$ cat config.mk
export PLATFORM = sky130hd
export DESIGN_NAME = tick_sched
export DESIGN_NICKNAME = d
export VERILOG_FILES = /design/src/rtl/tick_sched.sv
export SDC_FILE = /design/constraint.sdc
export NUM_CORES = 1
export LEC_CHECK = 0
export ABC_AREA = 1
export CAP_MARGIN = 10
export CORE_MARGIN = 10
export CORE_UTILIZATION = 57
export DETAILED_ROUTE_END_ITERATION = 10
export PLACE_DENSITY = 0.8
export SYNTH_ARGS = -nofsm -noshare
export SYNTH_HDL_FRONTEND = slang
export SYNTH_SLANG_ARGS = --single-unit
$ cat constraint.sdc
create_clock -name clk -period 2.6 [get_ports clk]
set_clock_uncertainty 0.15 [all_clocks]
set_input_delay 0.65 -clock clk [delete_from_list [all_inputs] [get_ports clk]]
set_output_delay 0.65 -clock clk [all_outputs]
set_load 0.02 [all_outputs]
$ cat src/rtl/tick_sched.sv
// rtl/tick_sched.sv - programmable prescaler tick scheduler with periodic and one-shot runs
module tick_sched #(
  parameter int               DIV_W       = 20,
  parameter int               CNT_W       = 8,
  parameter logic [DIV_W-1:0] DEFAULT_DIV = 20'hFFFFF
) (
  input  logic             clk,
  input  logic             rst_n,
  input  logic [DIV_W-1:0] cfg_div,
  input  logic             cfg_mode,
  input  logic [CNT_W-1:0] cfg_ticks,
  input  logic             cfg_load,
  input  logic             start,
  input  logic             stop,
  output logic             tick,
  output logic             slow_out,
  output logic             busy,
  output logic             done
);

  typedef enum logic [1:0] {
    IDLE   = 2'd0,
    RUN    = 2'd1,
    FINISH = 2'd2
  } state_t;

  state_t             state, state_n;
  logic [DIV_W-1:0]   div_reg, div_n;
  logic               mode_reg, mode_n;
  logic [CNT_W-1:0]   ticks_reg, ticks_n;
  logic [DIV_W-1:0]   pre, pre_n;
  logic [CNT_W-1:0]   remaining, remaining_n;
  logic               tick_n, slow_n, busy_n, done_n;

  // State, configuration, prescaler and registered outputs.
  always_ff @(posedge clk) begin
    if (!rst_n) begin
      state     <= IDLE;
      div_reg   <= DEFAULT_DIV;
      mode_reg  <= 1'b0;
      ticks_reg <= '0;
      pre       <= '0;
      remaining <= '0;
      tick      <= 1'b0;
      slow_out  <= 1'b0;
      busy      <= 1'b0;
      done      <= 1'b0;
    end else begin
      state     <= state_n;
      div_reg   <= div_n;
      mode_reg  <= mode_n;
      ticks_reg <= ticks_n;
      pre       <= pre_n;
      remaining <= remaining_n;
      tick      <= tick_n;
      slow_out  <= slow_n;
      busy      <= busy_n;
      done      <= done_n;
    end
  end

  // Next-state and next-output decode; tick and done are single-cycle by default.
  always_comb begin
    state_n     = state;
    div_n       = div_reg;
    mode_n      = mode_reg;
    ticks_n     = ticks_reg;
    pre_n       = pre;
    remaining_n = remaining;
    tick_n      = 1'b0;
    slow_n      = slow_out;
    busy_n      = busy;
    done_n      = 1'b0;

    case (state)
      IDLE: begin
        // A load coincident with start takes effect for that start.
        if (cfg_load) begin
          div_n   = cfg_div;
          mode_n  = cfg_mode;
          ticks_n = cfg_ticks;
        end
        if (start && !stop) begin
          if (mode_n && (ticks_n == '0)) begin
            state_n = FINISH;
            done_n  = 1'b1;
            busy_n  = 1'b0;
          end else begin
            state_n     = RUN;
            pre_n       = '0;
            remaining_n = ticks_n;
            busy_n      = 1'b1;
          end
        end
      end

      RUN: begin
        if (stop) begin
          // Abort beats a coincident terminal count: no tick, no done.
          state_n = IDLE;
          pre_n   = '0;
          slow_n  = 1'b0;
          busy_n  = 1'b0;
        end else if (pre == div_reg) begin
          pre_n  = '0;
          tick_n = 1'b1;
          slow_n = ~slow_out;
          if (mode_reg) begin
            if (remaining == CNT_W'(1)) begin
              state_n     = FINISH;
              busy_n      = 1'b0;
              done_n      = 1'b1;
              remaining_n = '0;
            end else begin
              remaining_n = remaining - CNT_W'(1);
            end
          end
        end else begin
          pre_n = pre + DIV_W'(1);
        end
      end

      FINISH: begin
        state_n = IDLE;
        busy_n  = 1'b0;
      end

      default: begin
        state_n = IDLE;
        busy_n  = 1'b0;
      end
    endcase
  end

endmodule

==> results of run 1 <==
## report_power, final
part           internal [W]  switching [W]  leakage (nW)  total [W]
sequential          0.00101      0.0000437         0.509    0.00106
combinational      0.000209       0.000278          1.27   0.000487
clock              0.000564       0.000383         0.110   0.000947
total               0.00178       0.000705          1.89    0.00249
## final timing paths
kind | to | depth (start not counted)
setup reg to reg | remaining[1]$_SDFFE_PN0P_ | 11
hold reg to reg | ticks_reg[3]$_SDFFE_PN0N_ | 2
hold / removal | ticks_reg[3]$_SDFFE_PN0N_ | 2
setup / recovery | pre[3]$_SDFFE_PN0P_ | 11
## cells by family (layout without fill, tap and decap cells)
| kind of cell | count (synthesis) | count (layout) | share of synthesized area, % |
|---|---|---|---|
| XOR/XNOR | 19 | 19 | 4.72 |
| AND/OR/NAND/NOR | 301 | 301 | 37.1 |
| buffers and inverters | 89 | 149 | 10.6 |
| adder cells (fa/ha/maj) | 3 | 3 | 1.06 |
| AO/OA/AOI/OAI | 68 | 68 | 11.3 |
| flip-flops | 62 | 62 | 35.2 |
## through the flow
step	instances	TNS [ns]	worst slack (ns)	total power (W)	hold slack [ns]
finish	677	0	0.220	0.00249	0.302
floorplan	542	0	0.598	0.00139	0.279
global placement	661	-1.66	-0.114	0.00155	0.288
CTS	677	0	0.207	0.00249	0.303
detailed placement	661	-2.50	-0.155	0.00156	0.292
global route	677	0	0.0820	0.00260	0.353
## critical path, stage by stage
cell	delay (ns)
sky130_fd_sc_hd__clkdlybuf4s50_1	0.50
sky130_fd_sc_hd__inv_2	0.08
sky130_fd_sc_hd__o21ai_1	0.25
sky130_fd_sc_hd__nand2_1	0.15
sky130_fd_sc_hd__nor2_4	0.16
sky130_fd_sc_hd__nand4_4	0.10
sky130_fd_sc_hd__nand2_4	0.12
sky130_fd_sc_hd__buf_4	0.16
sky130_fd_sc_hd__nor2_1	0.06
sky130_fd_sc_hd__xor2_1	0.19
sky130_fd_sc_hd__nor2_2	0.04
## metal layers
metal / global-route usage [%] / routed length (µm)
met1: 21.5 / 3800
met2: 34.6 / 4720
met3: 3.21 / 433
met4: 7.83 / 179
met5: 0 / 0
## cells in the final DEF (no fill, tap or decap), types with 2 or more instances in the layout
master	instances
sky130_fd_sc_hd__nand2_1	169
sky130_fd_sc_hd__inv_1	65
sky130_fd_sc_hd__dfxtp_1	62
sky130_fd_sc_hd__nor2_1	52
sky130_fd_sc_hd__clkdlybuf4s50_1	37
sky130_fd_sc_hd__nand3_1	34
sky130_fd_sc_hd__a21oi_1	27
sky130_fd_sc_hd__buf_4	27
sky130_fd_sc_hd__o21ai_0	13
sky130_fd_sc_hd__nand4_1	13
sky130_fd_sc_hd__nor2_2	12
sky130_fd_sc_hd__o211ai_1	12
sky130_fd_sc_hd__xor2_1	11
sky130_fd_sc_hd__clkbuf_8	10
sky130_fd_sc_hd__xnor2_1	8
sky130_fd_sc_hd__nor3_1	7
sky130_fd_sc_hd__o22ai_1	4
sky130_fd_sc_hd__nand3b_1	4
sky130_fd_sc_hd__o21ai_1	3
sky130_fd_sc_hd__nand2_2	3
sky130_fd_sc_hd__ha_1	3
sky130_fd_sc_hd__inv_2	2
sky130_fd_sc_hd__nor4_1	2
sky130_fd_sc_hd__a21oi_2	2
sky130_fd_sc_hd__a31oi_1	2
sky130_fd_sc_hd__a211oi_1	2
sky130_fd_sc_hd__bufinv_16	2
sky130_fd_sc_hd__clkinv_2	2
sky130_fd_sc_hd__clkbuf_1	2
## area by class of cell
type / instances / area, µm² / share of cell area, %
multi-input combinational: 391 / 1910 / 44.5
sequential: 62 / 1240 / 28.9
timing repair buffer: 64 / 573 / 13.3
inverter: 69 / 262 / 6.08
clock buffer: 12 / 145 / 3.38
tap: 75 / 93.8 / 2.18
clock inverter: 4 / 70.1 / 1.63
==> flow_summary.toml, run 1 <==
[sta]
slew_viol_final = 0
final_min_period_over_clock_period_pct = 91.5
tightest_slew_ns = 0.493
setup_viol_count_final = 0
rsz0062_at_grt = "no"
count_of_final_hold_check_violations = 0
max_slew_margin_pct = 66.9
clock.fmax_mhz = 420
post-route-min-period_ns = 2.38

[hold_path]
hold_path_startpoint = "ticks_reg[3]$_SDFFE_PN0N_"
worstHoldPathType = "reg -> reg"

[cts]
ctsResizeCount = 0
clk_path_buf_depth = 2
ctsHoldBuffers = 0
htreeDepth = 3
clkSlewWorstSetupHoldPaths_ns = 0.07
tritoncts_clock_tree = "done"
cts_buffer_count = 9
clk_latency_ns = 0.35
number_of_clock_sinks_seen_by_cts = 62
post-cts-setup-buffers = 0
ctsRootBufferMaster = "sky130_fd_sc_hd__clkbuf_8"

[worst_setup_path]
worst_setup_path_start_kind = "input port"
end_kind = "flop"
critPathRequiredTime_ns = 2.69
crit_arrival_ns = 2.47
reg2reg_from = "pre[12]$_SDFFE_PN0P_"
timing.setup.critical_path_class = "in -> reg"
cp_launch_point = "cfg_load"
worst-r2r-setup-slack_ns = 0.43
worstPathMaxFanout = 9

[final_layout]
n_fill_cell = 507
syn_to_final_growth_pct = 21.8
layout.cell_area.non_filler_um2 = 4300
antenna_cells = 0
layout-drive-gt1-share_pct = 11.0
design.final.nets = 634
post-route-util_pct = 72.2

[yosys]
list_of_most_frequent_post_synthesis_cells = "169 x sky130_fd_sc_hd__nand2_1, 65 x sky130_fd_sc_hd__inv_1, 62 x sky130_fd_sc_hd__dfxtp_1"
synth-seq-cells = 62
synth_area_leader_cell = "sky130_fd_sc_hd__dfxtp_1"
avgSynthCellArea_um2 = 6.51
post_synth_inst_count = 542
syn_area_um2 = 3530
yosysSeqAreaShare_pct = 35.2
area_share_of_the_leading_cell_type_in_the_synthesized_netlist_pct = 35.2
synthDistinctLibCells = 37
post-synth-top-count-cell = "sky130_fd_sc_hd__nand2_1"
postSynth.asyncResetShare_pct = 0
dominantRegCellSynth = "sky130_fd_sc_hd__dfxtp_1"
synth_top_cells_by_area = "sky130_fd_sc_hd__dfxtp_1 35%, sky130_fd_sc_hd__nand2_1 18%, sky130_fd_sc_hd__inv_1 6.9%"
warnings_synthesis = 0
synth_enable_flop_cells = 0
synth_nets = 579

[global_routing]
gr-usage-all-layers_pct = 19.1
antenna_violations_before_repair = 0
first_pass_grt_wire_length_um = 15700
grt_max_degree = 21
overflow = 0
first_global_vias = 3438

[routing]
routed_via_density = 5.21
detail_route.first_pass.iterations = 5
initialDrtViolationCount = 183
routed_vias = 3527
postRouteAntennaNets = 0
postRouteWirelength_um = 9140
routedWlPerCell_um = 13.5
drc = 0

[floorplan]
rows = 28
die_area_um2 = 9740
ios = 38
fp.coreArea_um2 = 5960
initial_core_util_pct = 59.2
die_x_um = 98.7
die_height_um = 98.7

[placed_design]
post-dp-hpwl_um = 6940
gp_routability_congestion = 0.930
io_buffers = 37
post_dp_cell_area_um2 = 4080

[outcome]
outcome = "finished clean"

[power]
peakVddDrop_mv = 0.417
power-per-cell-area_nw_per_um2 = 579
static-leakage-power_nw = 1.89

[job]
max-cap-violations = 0
Power figures use the tool's default switching activity.
==> run 2, diff against run 1 <==
--- a/config.mk
+++ b/config.mk
@@ -8,9 +8,9 @@
 export ABC_AREA = 1
 export CAP_MARGIN = 10
 export CORE_MARGIN = 10
-export CORE_UTILIZATION = 57
+export CORE_UTILIZATION = 61
 export DETAILED_ROUTE_END_ITERATION = 10
-export PLACE_DENSITY = 0.8
+export PLACE_DENSITY = 0.85
 export SYNTH_ARGS = -nofsm -noshare
 export SYNTH_HDL_FRONTEND = slang
 export SYNTH_SLANG_ARGS = --single-unit
==> constraint.sdc (replaced) <==
create_clock -name clk -period 2.8 [get_ports clk]
set_clock_uncertainty 0.15 [all_clocks]
set_input_delay 0.7 -clock clk [delete_from_list [all_inputs] [get_ports clk]]
set_output_delay 0.7 -clock clk [all_outputs]
set_load 0.02 [all_outputs]
==> run 2 against run 1 <==
Clock-buffer cell count is 3 lower. Power is 7.4% lower. Combinational power is 12% lower. Sequential power is 7% lower. Non-clock buffer count is 12 lower. Flip-flop and latch count stayed put. Largest power group unchanged. Highest routed layer unchanged.
==> flow_summary.toml, run 2 (synthesized netlist as in run 1, its figures left out) <==
[cts]
clkSlewWorstSetupHoldPaths_ns = 0.08
ctsResizeCount = 0
tritoncts_clock_tree = "done"
htreeDepth = 3
clk_latency_ns = 0.34
ctsRootBufferMaster = "sky130_fd_sc_hd__clkbuf_8"
cts_buffer_count = 9
ctsHoldBuffers = 0
number_of_clock_sinks_seen_by_cts = 62
clk_path_buf_depth = 2
post-cts-setup-buffers = 0

[sta]
count_of_final_hold_check_violations = 0
clock.fmax_mhz = 413
tightest_slew_ns = 0.533
setup_viol_count_final = 0
max_slew_margin_pct = 64.3
final_min_period_over_clock_period_pct = 86.5
rsz0062_at_grt = "no"
slew_viol_final = 0
post-route-min-period_ns = 2.42
min_hold_slack_ns = 0.316
tns_ns = 0

[routing]
routedWlPerCell_um = 13.8
routed_via_density = 5.32
routed_vias = 3523
postRouteAntennaNets = 0
detail_route.first_pass.iterations = 6
postRouteWirelength_um = 9110
initialDrtViolationCount = 280
drc = 0

[worst_setup_path]
worstPathMaxFanout = 13
critPathRequiredTime_ns = 2.89
crit_arrival_ns = 2.52
timing.setup.critical_path_class = "in -> reg"
worst_setup_path_start_kind = "input port"
end_kind = "flop"

[power]
peakVddDrop_mv = 0.382
static-leakage-power_nw = 1.83
power.net_switching_w = 0.000685
total_power_w = 0.00231
netSwitchingFraction_pct = 29.7
power-per-cell-area_nw_per_um2 = 547
power_report.internal_total_w = 0.00162
combinationalPowerShare_pct = 18.6
power.share.sequential_pct = 42.6
power_frac_clock_pct = 38.8

[final_layout]
layout.cells.most_common = "sky130_fd_sc_hd__nand2_1"
n_fill_cell = 467
most-common-layout-cells = "169 x sky130_fd_sc_hd__nand2_1, 65 x sky130_fd_sc_hd__inv_1, 62 x sky130_fd_sc_hd__dfxtp_1"
final-instance-count-excl-fill = 662
syn_to_final_growth_pct = 19.4
layout.cell_area.non_filler_um2 = 4210
multi_input_gate_area_um2 = 1910
antenna_cells = 0
layout-drive-gt1-share_pct = 9.49
regArea_um2 = 1240
design.final.nets = 622

[global_routing]
first_global_vias = 3305
first_pass_grt_wire_length_um = 15300
grt_max_degree = 25
overflow = 0
antenna_violations_before_repair = 0
gr-usage-all-layers_pct = 20.8

[placed_design]
post-dp-hpwl_um = 6790
io_buffers = 37
number_of_instances_in_the_placed_design = 646
post_dp_cell_area_um2 = 3990
gp_routability_congestion = 0.916

[floorplan]
initial_core_util_pct = 63.3
die_x_um = 96.1
die_area_um2 = 9230
die_height_um = 96.1
ios = 38
fp.coreArea_um2 = 5570
rows = 27

[outcome]
outcome = "finished clean"

[job]
max-cap-violations = 0

[hold_path]
worstHoldPathType = "reg -> reg"
-- run 2: routing by layer --
| layer | up-vias | GRT usage (%) | wire length [µm] |
|---|---|---|---|
| met2 | 111 | 32.7 | 4200 |
| met3 | 15 | 4.75 | 604 |
| met4 | 0 | 8.85 | 176 |
| met1 | 1580 | 26.7 | 4130 |
| met5 | - | 0 | 0 |
| li1 | 1817 | - | - |
-- run 2: through the flow --
stage                     util, %  setup WS (ns)
final                        75.6          0.377
after global routing         75.6          0.182
after CTS                    75.6          0.381
after detailed placement     71.6         0.0271
after global placement       71.6         0.0951
after floorplan                 -          0.748
-- run 2: worst max-delay path, stage by stage --
cell and delay (ns):
sky130_fd_sc_hd__clkdlybuf4s50_1 0.52, sky130_fd_sc_hd__inv_2 0.10, sky130_fd_sc_hd__o21ai_1 0.19, sky130_fd_sc_hd__nand2_1 0.12
sky130_fd_sc_hd__nor2_4 0.15, sky130_fd_sc_hd__nand4_4 0.10, sky130_fd_sc_hd__nand2_4 0.12, sky130_fd_sc_hd__nor2_2 0.04
sky130_fd_sc_hd__buf_4 0.17, sky130_fd_sc_hd__nand2_1 0.14, sky130_fd_sc_hd__nand2_1 0.08, sky130_fd_sc_hd__nand2_1 0.06
sky130_fd_sc_hd__nor2_1 0.04
-- run 2: power by group through the flow --
stage	Combinational, W	Sequential (W)	Clock (W)
after global placement	0.000414	0.000999	0
after global routing	0.000479	0.000989	0.000935
after CTS	0.000427	0.000982	0.000900
after floorplan	0.000304	0.000990	0
final	0.000428	0.000982	0.000895
after detailed placement	0.000424	0.00100	0
-- run 2: cell type report --
class / instances / share of cell area, %
clock inverter: 7 / 2.32
multi-input combinational: 391 / 45.5
tap: 72 / 2.14
sequential: 62 / 29.5
clock buffer: 9 / 2.94
inverter: 69 / 6.21
timing repair buffer: 52 / 11.5
-- run 2: worst paths after layout --
kind / startpoint / end / slack [ns] / depth (start not counted)
setup / recovery: cfg_load / remaining[1]$_SDFFE_PN0P_ / 0.38 / 13
hold / removal: ticks_reg[7]$_SDFFE_PN0N_ / ticks_reg[7]$_SDFFE_PN0N_ / 0.32 / 2
setup reg to reg: pre[0]$_SDFFE_PN0P_ / remaining[1]$_SDFFE_PN0P_ / 0.53 / 12
hold reg to reg: ticks_reg[7]$_SDFFE_PN0N_ / ticks_reg[7]$_SDFFE_PN0N_ / 0.32 / 2
==> run 3, diff against run 2 <==
==> config.mk (replaced) <==
export PLATFORM = sky130hd
export DESIGN_NAME = tick_sched
export DESIGN_NICKNAME = d
export VERILOG_FILES = /design/src/rtl/tick_sched.sv
export SDC_FILE = /design/constraint.sdc
export NUM_CORES = 1
export LEC_CHECK = 0
export CAP_MARGIN = 10
export CORE_MARGIN = 10
export CORE_UTILIZATION = 59
export DETAILED_ROUTE_END_ITERATION = 10
export PLACE_DENSITY = 0.84
export SYNTH_ARGS = -nofsm -noshare
export SYNTH_HDL_FRONTEND = slang
export SYNTH_SLANG_ARGS = --single-unit
==> run 3 against run 2 <==
Synthesized cell count fell by 32%. Power fell by 4.2%. Clock-buffer cell count rose by 3. Maximum frequency fell by 11%. Sequential share of layout area rose by 2.9 points. Worst setup slack got worse by 0.29 ns.
==> flow_summary.toml, run 3 <==
[routing]
routedWlPerCell_um = 15.8
routed_via_density = 5.73
routed_vias = 2834
postRouteAntennaNets = 0
detail_route.first_pass.iterations = 6
postRouteWirelength_um = 7840
initialDrtViolationCount = 204
drc = 0

[placed_design]
io_buffers = 37
gp_routability_congestion = 0.914
post-dp-hpwl_um = 5520
post_dp_cell_area_um2 = 3610
dp_slack_ns = -0.239
number_of_instances_in_the_placed_design = 479

[sta]
setup_viol_count_final = 0
final.setup.worst_slack_ns = 0.0835
post-route-min-period_ns = 2.72
slew_viol_final = 0
final_min_period_over_clock_period_pct = 97.0
clock.fmax_mhz = 368
tightest_slew_ns = 0.717
tns_ns = 0
max_slew_margin_pct = 51.7
count_of_final_hold_check_violations = 0

[floorplan]
ios = 38
die_area_um2 = 8470
die_height_um = 92.0
initial_core_util_pct = 60.3
fp.coreArea_um2 = 5070
rows = 26
die_x_um = 92.0

[final_layout]
layout-drive-gt1-share_pct = 9.88
n_fill_cell = 374
most-common-layout-cells = "73 x sky130_fd_sc_hd__nand2_1, 62 x sky130_fd_sc_hd__dfxtp_1, 37 x sky130_fd_sc_hd__clkdlybuf4s50_1"
post-route-util_pct = 75.5
layout.cell_area.non_filler_um2 = 3830
final-instance-count-excl-fill = 495
layout.cells.most_common = "sky130_fd_sc_hd__nand2_1"
syn_to_final_growth_pct = 25.1
design.final.nets = 457
antenna_cells = 0

[yosys]
post-synth-top-count-cell = "sky130_fd_sc_hd__nand2_1"
syn_area_um2 = 3060
area_share_of_the_leading_cell_type_in_the_synthesized_netlist_pct = 40.5
postSynth.asyncResetShare_pct = 0
synth_area_leader_cell = "sky130_fd_sc_hd__dfxtp_1"
synthDistinctLibCells = 42
synth_top_family_by_area = "simple AND/OR/NAND/NOR gates"
synth_top_cells_by_area = "sky130_fd_sc_hd__dfxtp_1 41%, sky130_fd_sc_hd__nand2_1 8.9%, sky130_fd_sc_hd__xnor2_1 6.6%"
synth-seq-cells = 62
warnings_synthesis = 0
post_synth_and_or_nand_nor_area_fraction_pct = 27.5
synth_compound_area_share_pct = 12.7
post_synth_mux_area_share_pct = 3.27
yosysSeqAreaShare_pct = 40.5
synth_adder_area_share_pct = 1.23
dominantRegCellSynth = "sky130_fd_sc_hd__dfxtp_1"
avgSynthCellArea_um2 = 8.25
list_of_most_frequent_post_synthesis_cells = "73 x sky130_fd_sc_hd__nand2_1, 62 x sky130_fd_sc_hd__dfxtp_1, 28 x sky130_fd_sc_hd__nand3_1"
synth_nets = 408
synth_xor_xnor_area_share_pct = 11.4
synth_enable_flop_cells = 0
post_synth_inst_count = 371

[job]
max-cap-violations = 0

[worst_setup_path]
timing.setup.critical_path_class = "in -> reg"
critical_path.cell_chain = "clkdlybuf4s50_1 -> or4b_1 -> o22ai_2 -> nand2_1 -> a31o_2 -> buf_12 -> a21oi_1 -> a311oi_1"
worstPathBufferInverterCount = 2
crit_slowest_cell = "sky130_fd_sc_hd__or4b_1"
end_kind = "flop"
critPathRequiredTime_ns = 2.86
crit_arrival_ns = 2.77
critical_path.top_delay_family = "compound AO/OA/AOI/OAI gates"
worst_path_largest_cell_delay_ns = 0.52
worstPathMaxFanout = 12
worst_setup_path_start_kind = "input port"

[global_routing]
grt_max_degree = 26
first_pass_grt_wire_length_um = 13200
first_global_vias = 2756
gr-usage-all-layers_pct = 19.0
antenna_violations_before_repair = 0
overflow = 0

[cts]
cts_buffer_count = 9
clk_path_buf_depth = 2
number_of_clock_sinks_seen_by_cts = 62
ctsHoldBuffers = 0
htreeDepth = 3
ctsRootBufferMaster = "sky130_fd_sc_hd__clkbuf_8"
clk_latency_ns = 0.35
clkSlewWorstSetupHoldPaths_ns = 0.07
tritoncts_clock_tree = "done"

[outcome]
outcome = "finished clean"

[power]
static-leakage-power_nw = 1.48
power-per-cell-area_nw_per_um2 = 577
peakVddDrop_mv = 0.426

[hold_path]
worstHoldPathType = "reg -> reg"
-- run 3: final cells by class --
| class | instances | area (µm²) | share of cell area [%] |
|---|---|---|---|
| Inverter | 5 | 18.8 | 0.490 |
| Multi-Input combinational cell | 285 | 1720 | 45.0 |
| Clock buffer | 12 | 145 | 3.79 |
| Tap cell | 70 | 87.6 | 2.29 |
| Timing Repair Buffer | 57 | 546 | 14.2 |
| Clock inverter | 4 | 70.1 | 1.83 |
| Sequential cell | 62 | 1240 | 32.4 |
-- run 3: cell families (layout without fill, tap and decap cells) --
group | after synthesis | count (layout)
AOI/OAI and AO/OA | 56 | 56
xor gates and xnor gates | 40 | 40
adders and majority gates | 3 | 3
buffers and inverters | 24 | 78
DFF | 62 | 62
muxes | 10 | 10
and+or+nand+nor | 176 | 176
-- run 3: worst paths after layout --
check,startpoint,endpoint,slack [ns],cells after the start
setup / recovery,cfg_load,remaining[6]$_SDFFE_PN0P_,0.08,8
hold / removal,ticks_reg[0]$_SDFFE_PN0N_,ticks_reg[0]$_SDFFE_PN0N_,0.33,2
setup reg to reg,pre[7]$_SDFFE_PN0P_,remaining[6]$_SDFFE_PN0P_,0.46,6
hold reg to reg,ticks_reg[0]$_SDFFE_PN0N_,ticks_reg[0]$_SDFFE_PN0N_,0.33,2
-- run 3: per-layer routing --
layer	track usage, %	vias up	share of wire [%]
met5	0	-	0
met3	6.85	20	6.9
met4	5.27	0	1.6
li1	-	1390	-
met2	29.8	114	46
met1	23.9	1310	46
-- run 3: metrics by stage --
step	total power (W)	hold WS (ns)
global route	0.00229	0.357
finish	0.00221	0.325
floorplan	0.00121	0.294
detailed placement	0.00135	0.315
CTS	0.00221	0.324
global placement	0.00134	0.312
-- run 3: report_power, final --
group / leakage, nW / internal [W] / switching, W
Sequential: 0.508 / 0.000930 / 0.0000445
Combinational: 0.865 / 0.000180 / 0.000189
Clock: 0.110 / 0.000523 / 0.000342
Total: 1.48 / 0.00163 / 0.000575
-- run 3: worst reg2reg max path, cell delays in order, from the launching register on --
cell and delay [ns]:
sky130_fd_sc_hd__dfxtp_1 0.43, sky130_fd_sc_hd__xnor2_1 0.18, sky130_fd_sc_hd__nand4_1 0.12, sky130_fd_sc_hd__nor3_1 0.47, sky130_fd_sc_hd__a31o_2 0.44, sky130_fd_sc_hd__a21oi_1 0.14
sky130_fd_sc_hd__a311oi_1 0.30
-- run 3: timing repair --
item | 4_1_cts | 5_1_grt
buffers inserted | 0 | 0
setup endpoints to repair | 0 | 2
gates resized for setup | 0 | 1
